===== src/rtl/m65c02_bcd_pkg.sv =====
// Shared constants, state encoding and input validation helper for the
// M65C02 binary/packed-BCD converter.
package m65c02_bcd_pkg;

   typedef enum logic [1:0] {
      ST_IDLE = 2'd0,
      ST_CONV = 2'd1,
      ST_DONE = 2'd2
   } bcd_state_e;

   localparam int         ITER_CNT   = 8;
   localparam logic       OP_BIN2BCD = 1'b0;
   localparam logic       OP_BCD2BIN = 1'b1;
   localparam logic [3:0] ADJ_ADD_TH = 4'd5;
   localparam logic [3:0] ADJ_SUB_TH = 4'd8;

   // True when either packed-BCD digit is outside 0..9.
   function automatic logic nibble_invalid(input logic [7:0] d);
      return (d[7:4] > 4'd9) || (d[3:0] > 4'd9);
   endfunction

endpackage


===== src/rtl/m65c02_bcd_digit_adj.sv =====
// Combinational per-digit conditional adjust: dir=0 adds 3 to digits >= 5,
// dir=1 subtracts 3 from digits >= 8. Arithmetic wraps within the nibble.
module m65c02_bcd_digit_adj
   import m65c02_bcd_pkg::*;
(
   input  logic       dir_i,
   input  logic [3:0] dig_i,
   output logic [3:0] dig_o
);

   always_comb begin
      dig_o = dig_i;
      if (dir_i == OP_BIN2BCD) begin
         if (dig_i >= ADJ_ADD_TH) dig_o = dig_i + 4'd3;
      end else begin
         if (dig_i >= ADJ_SUB_TH) dig_o = dig_i - 4'd3;
      end
   end

endmodule


===== src/rtl/m65c02_bcd_cvt.sv =====
// Multi-cycle binary <-> packed-BCD converter (double dabble / reverse).
// Define BCD_CVT_ERRCHK_EN to compile in the invalid-BCD check and Err fast path.
module m65c02_bcd_cvt
   import m65c02_bcd_pkg::*;
(
   input  logic        Clk,
   input  logic        Rst,
   input  logic        Start,
   input  logic        Op,
   input  logic [7:0]  Din,
   output logic        Busy,
   output logic [11:0] Out,
   output logic        Err,
   output logic        Val,
   output logic [1:0]  dbg_state_o
);

   bcd_state_e  state_q, state_d;
   logic        op_q, op_d;
   logic [2:0]  cnt_q, cnt_d;
   logic [19:0] sr_q, sr_d;
   logic [11:0] out_q, out_d;
   logic        err_q, err_d;
   logic        val_q, val_d;
   logic        errf_q, errf_d;

   logic        bad_start;
   logic [15:0] shr16;
   logic [11:0] adj_in;
   logic [11:0] adj_out;
   logic [19:0] iter_next;
   logic [11:0] result;

`ifdef BCD_CVT_ERRCHK_EN
   assign bad_start = (Op == OP_BCD2BIN) && nibble_invalid(Din);
`else
   assign bad_start = 1'b0;
`endif

   // BCD->binary works on the low 16 bits: shift first, then adjust digits.
   assign shr16  = {1'b0, sr_q[15:1]};
   assign adj_in = (op_q == OP_BIN2BCD) ? sr_q[19:8] : {4'b0000, shr16[15:8]};

   for (genvar g = 0; g < 3; g++) begin : g_adj
      m65c02_bcd_digit_adj u_adj (
         .dir_i (op_q),
         .dig_i (adj_in[4*g +: 4]),
         .dig_o (adj_out[4*g +: 4])
      );
   end

   assign iter_next = (op_q == OP_BIN2BCD) ? {adj_out[10:0], sr_q[7:0], 1'b0}
                                           : {4'b0000, adj_out[7:0], shr16[7:0]};
   assign result    = (op_q == OP_BIN2BCD) ? sr_q[19:8] : {5'b00000, sr_q[6:0]};

   always_comb begin
      state_d = state_q;
      op_d    = op_q;
      cnt_d   = cnt_q;
      sr_d    = sr_q;
      out_d   = out_q;
      err_d   = err_q;
      errf_d  = errf_q;
      val_d   = 1'b0;
      unique case (state_q)
         ST_IDLE: begin
            if (Start) begin
               op_d    = Op;
               cnt_d   = 3'd0;
               errf_d  = bad_start;
               sr_d    = (Op == OP_BIN2BCD) ? {12'h000, Din} : {4'h0, Din, 8'h00};
               state_d = bad_start ? ST_DONE : ST_CONV;
            end
         end
         ST_CONV: begin
            sr_d  = iter_next;
            cnt_d = cnt_q + 3'd1;
            if (cnt_q == 3'(ITER_CNT - 1)) state_d = ST_DONE;
         end
         ST_DONE: begin
            out_d   = errf_q ? 12'h000 : result;
            err_d   = errf_q;
            val_d   = 1'b1;
            state_d = ST_IDLE;
         end
         default: state_d = ST_IDLE;
      endcase
   end

   // Registers update on the falling edge, like the other ALU units.
   always_ff @(negedge Clk or posedge Rst) begin
      if (Rst) begin
         state_q <= ST_IDLE;
         op_q    <= OP_BIN2BCD;
         cnt_q   <= 3'd0;
         sr_q    <= 20'h00000;
         out_q   <= 12'h000;
         err_q   <= 1'b0;
         errf_q  <= 1'b0;
         val_q   <= 1'b0;
      end else begin
         state_q <= state_d;
         op_q    <= op_d;
         cnt_q   <= cnt_d;
         sr_q    <= sr_d;
         out_q   <= out_d;
         err_q   <= err_d;
         errf_q  <= errf_d;
         val_q   <= val_d;
      end
   end

   assign Busy        = (state_q != ST_IDLE);
   assign Out         = out_q;
   assign Err         = err_q;
   assign Val         = val_q;
   assign dbg_state_o = state_q;

endmodule


===== config.mk =====
export PLATFORM = sky130hd
export DESIGN_NAME = m65c02_bcd_cvt
export DESIGN_NICKNAME = d
export VERILOG_FILES = /design/src/rtl/m65c02_bcd_pkg.sv /design/src/rtl/m65c02_bcd_digit_adj.sv /design/src/rtl/m65c02_bcd_cvt.sv
export SDC_FILE = /design/constraint.sdc
export NUM_CORES = 1
export LEC_CHECK = 0
export ABC_AREA = 1
export CAP_MARGIN = 20
export CORE_ASPECT_RATIO = 1.75
export CORE_UTILIZATION = 63
export DETAILED_ROUTE_END_ITERATION = 16
export DONT_BUFFER_PORTS = 1
export GPL_ROUTABILITY_DRIVEN = 0
export PLACE_DENSITY = 0.79
export SLEW_MARGIN = 20
export SYNTH_ARGS = -nofsm -noshare
export SYNTH_HDL_FRONTEND = slang
export SYNTH_SLANG_ARGS = --single-unit

===== constraint.sdc =====
create_clock -name Clk -period 2.58 [get_ports Clk]
set_input_delay 0.516 -clock Clk [delete_from_list [all_inputs] [get_ports Clk]]
set_output_delay 0.516 -clock Clk [all_outputs]
set_load 0.03 [all_outputs]

==> reports/metrics.yaml, run 1 <==
status: "finished, violations left"
violations: "setup timing"
cts_tree: "done"
fin_ws_ns: -0.163
leakage_nw: 1.29
numPlacedInstances: 346
p_per_area_nw_per_um2: 1540
maxSlewViolCount: 0
clk_pin_slew_ns: 0.05
wl_per_cell_um: 15.5
ys_warn_count: 0
crit_type: "reg2out"
tightest_slew_ns: 0.674
synth_cell_types: 35
dieArea_sq_um: 4070
grtUsageTotal: 0.294
path_max_fanout: 3
synth_cells: 304
grt.overflow.total: 0
totalWireLength_mm: 5.57
fin_area_sq_um: 2610
setup_viol: 16
rows: 29
clk_latency_ns: 0.30
fin_nets: 332
post-dp-hpwl_mm: 3.90
max-slew-margin-rel: 0.549
fill_cells: 314
crit_family: "flip-flops"
cts_num_sinks: 39
drt_iter0_drc: 65
antenna_found_initial: 0
final_cells: 358
syn2layout_area_growth_pct: 8.49
synth-seq-cells: 39
multi_input_comb_area_sq_um: 1180
cts-buffers-inserted: 5
vias: 2079
synth_nets: 325
grt_pass1_wl_mm: 9.21
cp-end-kind: "output pin"
cp_num_buf_inv: 1
drt_drc_violations_left: 0
ys.flop_type: "dfrtn_1"
cts_buffer_depth: 2
grt_max_degree: 40
synth-edff-count: 0
synth_top_area_share: 0.406
seq_area_sq_um: 976
drive_above_1_share: 0.179
antennaDiodeCount: 0
avgSynthCellArea_sq_um: 7.90
pre_cts_slack_ns: -0.0586
cp-start-kind: "flop"
finalClockSkew_ns: 0.00454
port_buffers: 0
async_flop_share: 1.00
seq_area_frac_synth: 0.406
syn_area_sq_um: 2400
cap_violations: 0
first_pass_iters: 4
grt_pass1_vias: 2042
core-area_sq_um: 3630
ant_nets: 0
irDropWorstVdd_mv: 0.954
die_h_um: 83.7
synth_area_leaders: "dfrtn_1 (41%), nand2_1 (11%), inv_1 (5.0%), ha_1 (4.7%), nand3_1 (4.4%)"
place_area_sq_um: 2460
ioPinCount: 29
rsz0062_at_grt: "true"
viasPerCell: 5.81
die_w_um: 48.7
hp-class: "reg2reg"
cp_slowest_stage_delay_ns: 0.43
initial_core_util: 0.662
worstPathRequired_ns: 2.06
cts-root-buf: "clkbuf_8"
slowest_stage: "dfrtn_1"
synth_top_cell_by_area: "dfrtn_1"
cp.arrival_ns: 2.23
crit_chain: "inv_2, nand2_4"
hold_viol_final: 0
h-tree-depth: 2
-- logic make-up (layout without fill, tap and decap cells) --
family,count (synthesis),in the layout,synth area share
DFF,39,39,0.406
other,1,1,0.00156
muxes,1,1,0.00469
buffers and inverters,54,62,0.108
xor gates and xnor gates,4,4,0.0146
AOI/OAI and AO/OA,64,64,0.172
adders and majority gates,9,9,0.0469
and+or+nand+nor,132,132,0.245
-- per-stage QoR --
step / total power, mW / TNS [ns] / hold WS (ns) / utilization
after floorplan: 3.04 / -0.128 / 0.408 / -
after detailed placement: 3.41 / -0.320 / 0.461 / 0.679
after global routing: 4.32 / -2.10 / 0.484 / 0.718
after global placement: 3.34 / -0.130 / 0.431 / 0.679
final: 4.00 / -1.81 / 0.462 / 0.718
after CTS: 3.94 / -1.91 / 0.463 / 0.710
-- path summary, 6_finish.rpt --
kind | end | start | slack (ns) | cells after the start
setup / recovery | Busy | dbg_state_o[0] | -0.16 | 2
hold / removal | cnt_q[2] | cnt_q[2] | 0.46 | 1
setup reg to reg | sr_q[13] | op_q | 0.33 | 15
hold reg to reg | cnt_q[2] | cnt_q[2] | 0.46 | 1
max in group asynchronous | Out[6] | Rst | 1.04 | 2
min in group asynchronous | Out[1] | Rst | 1.30 | 2
-- placed cells by master (no fill, tap or decap), types with 8 or more instances in the layout --
cell type / count
buf_4: 14
dfrtn_1: 39
inv_1: 29
nand2_1: 71
a21oi_1: 13
o21ai_0: 16
a31oi_1: 13
ha_1: 9
nor2_1: 22
inv_2: 8
nand3_1: 21
-- timing repair --
action                                  4_1_cts  5_1_grt
cloned                                        0        0
setup buffers                                 0        4
hold buffers                                  0        0
resized for setup                             0        0
endpoints found under the setup margin       16       19
-- power by group --
part           switching (mW)  internal (mW)
logic                    1.39          0.809
clock network           0.231          0.288
registers               0.380          0.905
total                    2.00           2.00
-- area by class of cell --
class | instances | area share
clock buffer | 5 | 0.0264
clock inverter | 3 | 0.0168
inverter | 39 | 0.0605
multi-input combinational | 211 | 0.451
sequential | 39 | 0.375
tap | 46 | 0.0221
timing repair buffer | 15 | 0.0480
-- sequential cells by signal, summed over array words and instances, names as in the netlist --
signal,count
Val,1
Out,12
cnt_q,3
sr_q,20
dbg_state_o,2
op_q,1
-- routing by layer --
layer  wire [um]  GRT usage  share of wire  up-vias
li1            -          -              -     1013
met1        2210      0.341           0.40      989
met2        2920      0.506           0.52       63
met3         268     0.0546          0.048       14
met5           0          0              0        -
met4         165      0.144          0.030        0
-- cell usage after synthesis, types with 3 or more instances --
cell type / instances
o21ai_0: 16
nor2_1: 22
ha_1: 9
inv_2: 6
dfrtn_1: 39
a31oi_1: 13
nand2_4: 3
inv_1: 32
buf_4: 3
a21oi_1: 14
o221ai_1: 5
xor2_1: 4
buf_6: 4
buf_2: 7
nand2_2: 8
nand2_1: 71
nor2_2: 3
nand3_1: 21
Power figures use the tool's default switching activity.
==> run 2, diff against run 1 <==
Settings changed: CORE_MARGIN set to 1.5, CORE_UTILIZATION 63 to 55, PLACE_DENSITY 0.79 to 0.7.
==> reports/metrics.yaml, run 2 (same netlist as run 1, synthesis figures left out) <==
cp-end-kind: "output pin"
leakage_nw: 1.30
cp_num_buf_inv: 1
fin_ws_ns: -0.181
initial_core_util: 0.579
use_met3: 0.0546
die_h_um: 90.4
rsz0062_at_grt: "true"
use_met2: 0.439
largest_reg_flops: 20
port_buffers: 0
vias: 2070
top_register: "sr_q"
status: "finished, violations left"
clk_pin_slew_ns: 0.05
hp-class: "reg2reg"
grtUsageTotal: 0.259
ant_nets: 0
violations: "setup timing"
antenna_found_initial: 0
grt.overflow.total: 0
cp_slowest_stage_delay_ns: 0.46
power_mw: 3.97
wl_per_cell_um: 14.9
cp-start-kind: "flop"
worstPathRequired_ns: 2.06
path_max_fanout: 3
post-dp-hpwl_mm: 3.91
cts_tree: "done"
grt_pass1_vias: 2133
fin_nets: 334
viasPerCell: 5.70
antennaDiodeCount: 0
maxSlewViolCount: 0
cts-root-buf: "clkbuf_8"
finalClockSkew_ns: 0.00332
final_cell_mix: "nand2_1 (71), dfrtn_1 (39), inv_1 (29), nor2_1 (22), nand3_1 (21)"
top_usage_layer: "met2"
clk_latency_ns: 0.29
die_w_um: 52.9
hold_viol_final: 0
ioPinCount: 29
crit_chain: "inv_2, nand2_4"
drt_drc_violations_left: 0
h-tree-depth: 2
grtUsageMet1: 0.309
drive_above_1_share: 0.185
first_pass_iters: 5
irDropWorstVdd_mv: 0.978
totalWireLength_mm: 5.42
grt_pass1_wl_mm: 9.46
tns_ns: -1.72
cts_num_sinks: 39
cap_violations: 0
slowest_stage: "dfrtn_1"
fill_cells: 373
setup_viol: 16
grt_max_degree: 40
core-area_sq_um: 4150
dieArea_sq_um: 4790
p_per_area_nw_per_um2: 1510
rows: 31
cts_buffer_depth: 2
syn2layout_area_growth_pct: 9.48
drt_iter0_drc: 60
cts-buffers-inserted: 5
cp.arrival_ns: 2.25
seq_area_sq_um: 976
crit_family: "flip-flops"
multi_input_comb_area_sq_um: 1180
crit_type: "reg2out"
layout_commonest_cell: "nand2_1"
run 2: cell count changes in the layout (fill, tap and decap cells not counted):
| cell | change |
|---|---|
| buf_4 | +2 |
| clkbuf_8 | +1 |
| clkinv_4 | -1 |
run 2: layout make-up:
type,count,share of cell area
clock inverters,2,0.0133
flip-flops and latches,39,0.371
inverters,39,0.0600
clock buffers,6,0.0314
well taps,49,0.0233
repair buffers,17,0.0533
multi-input cells,211,0.447
run 2: repair_timing:
item / 4_1_cts / 5_1_grt
hold buffers: 0 / 0
buffers inserted: 1 / 2
pin swaps: 0 / 1
resized for setup: 0 / 0
endpoints found under the setup margin: 16 / 16
run 2: worst paths after layout:
kind / start / end / slack [ns] / depth (start not counted)
setup / recovery: dbg_state_o[1] / Busy / -0.18 / 2
hold / removal: cnt_q[0] / cnt_q[0] / 0.44 / 1
setup reg to reg: op_q / sr_q[11] / 0.37 / 16
hold reg to reg: cnt_q[0] / cnt_q[0] / 0.44 / 1
max in group asynchronous: Rst / sr_q[7] / 1.05 / 2
min in group asynchronous: Rst / Out[3] / 1.30 / 2
run 2: power by group:
group	total (mW)	internal [mW]	switching, mW
Clock	0.528	0.313	0.215
Combinational	2.16	0.806	1.36
Sequential	1.28	0.905	0.370
Total	3.97	2.02	1.94
run 2: routing by layer:
| layer | part of all wire | up-vias |
|---|---|---|
| met4 | 0.024 | 0 |
| met2 | 0.52 | 68 |
| met1 | 0.40 | 978 |
| met3 | 0.055 | 11 |
| met5 | 0 | - |
| li1 | - | 1013 |
run 2: metrics by stage:
stage,instances,utilization,cell area (sq um),worst slack [ns],hold slack (ns)
global route,363,0.633,2630,-0.204,0.461
global placement,352,0.600,2490,-0.0401,0.440
CTS,361,0.630,2610,-0.163,0.445
floorplan,304,-,2430,-0.0633,0.408
finish,363,0.633,2630,-0.181,0.443
detailed placement,352,0.600,2490,-0.0592,0.439
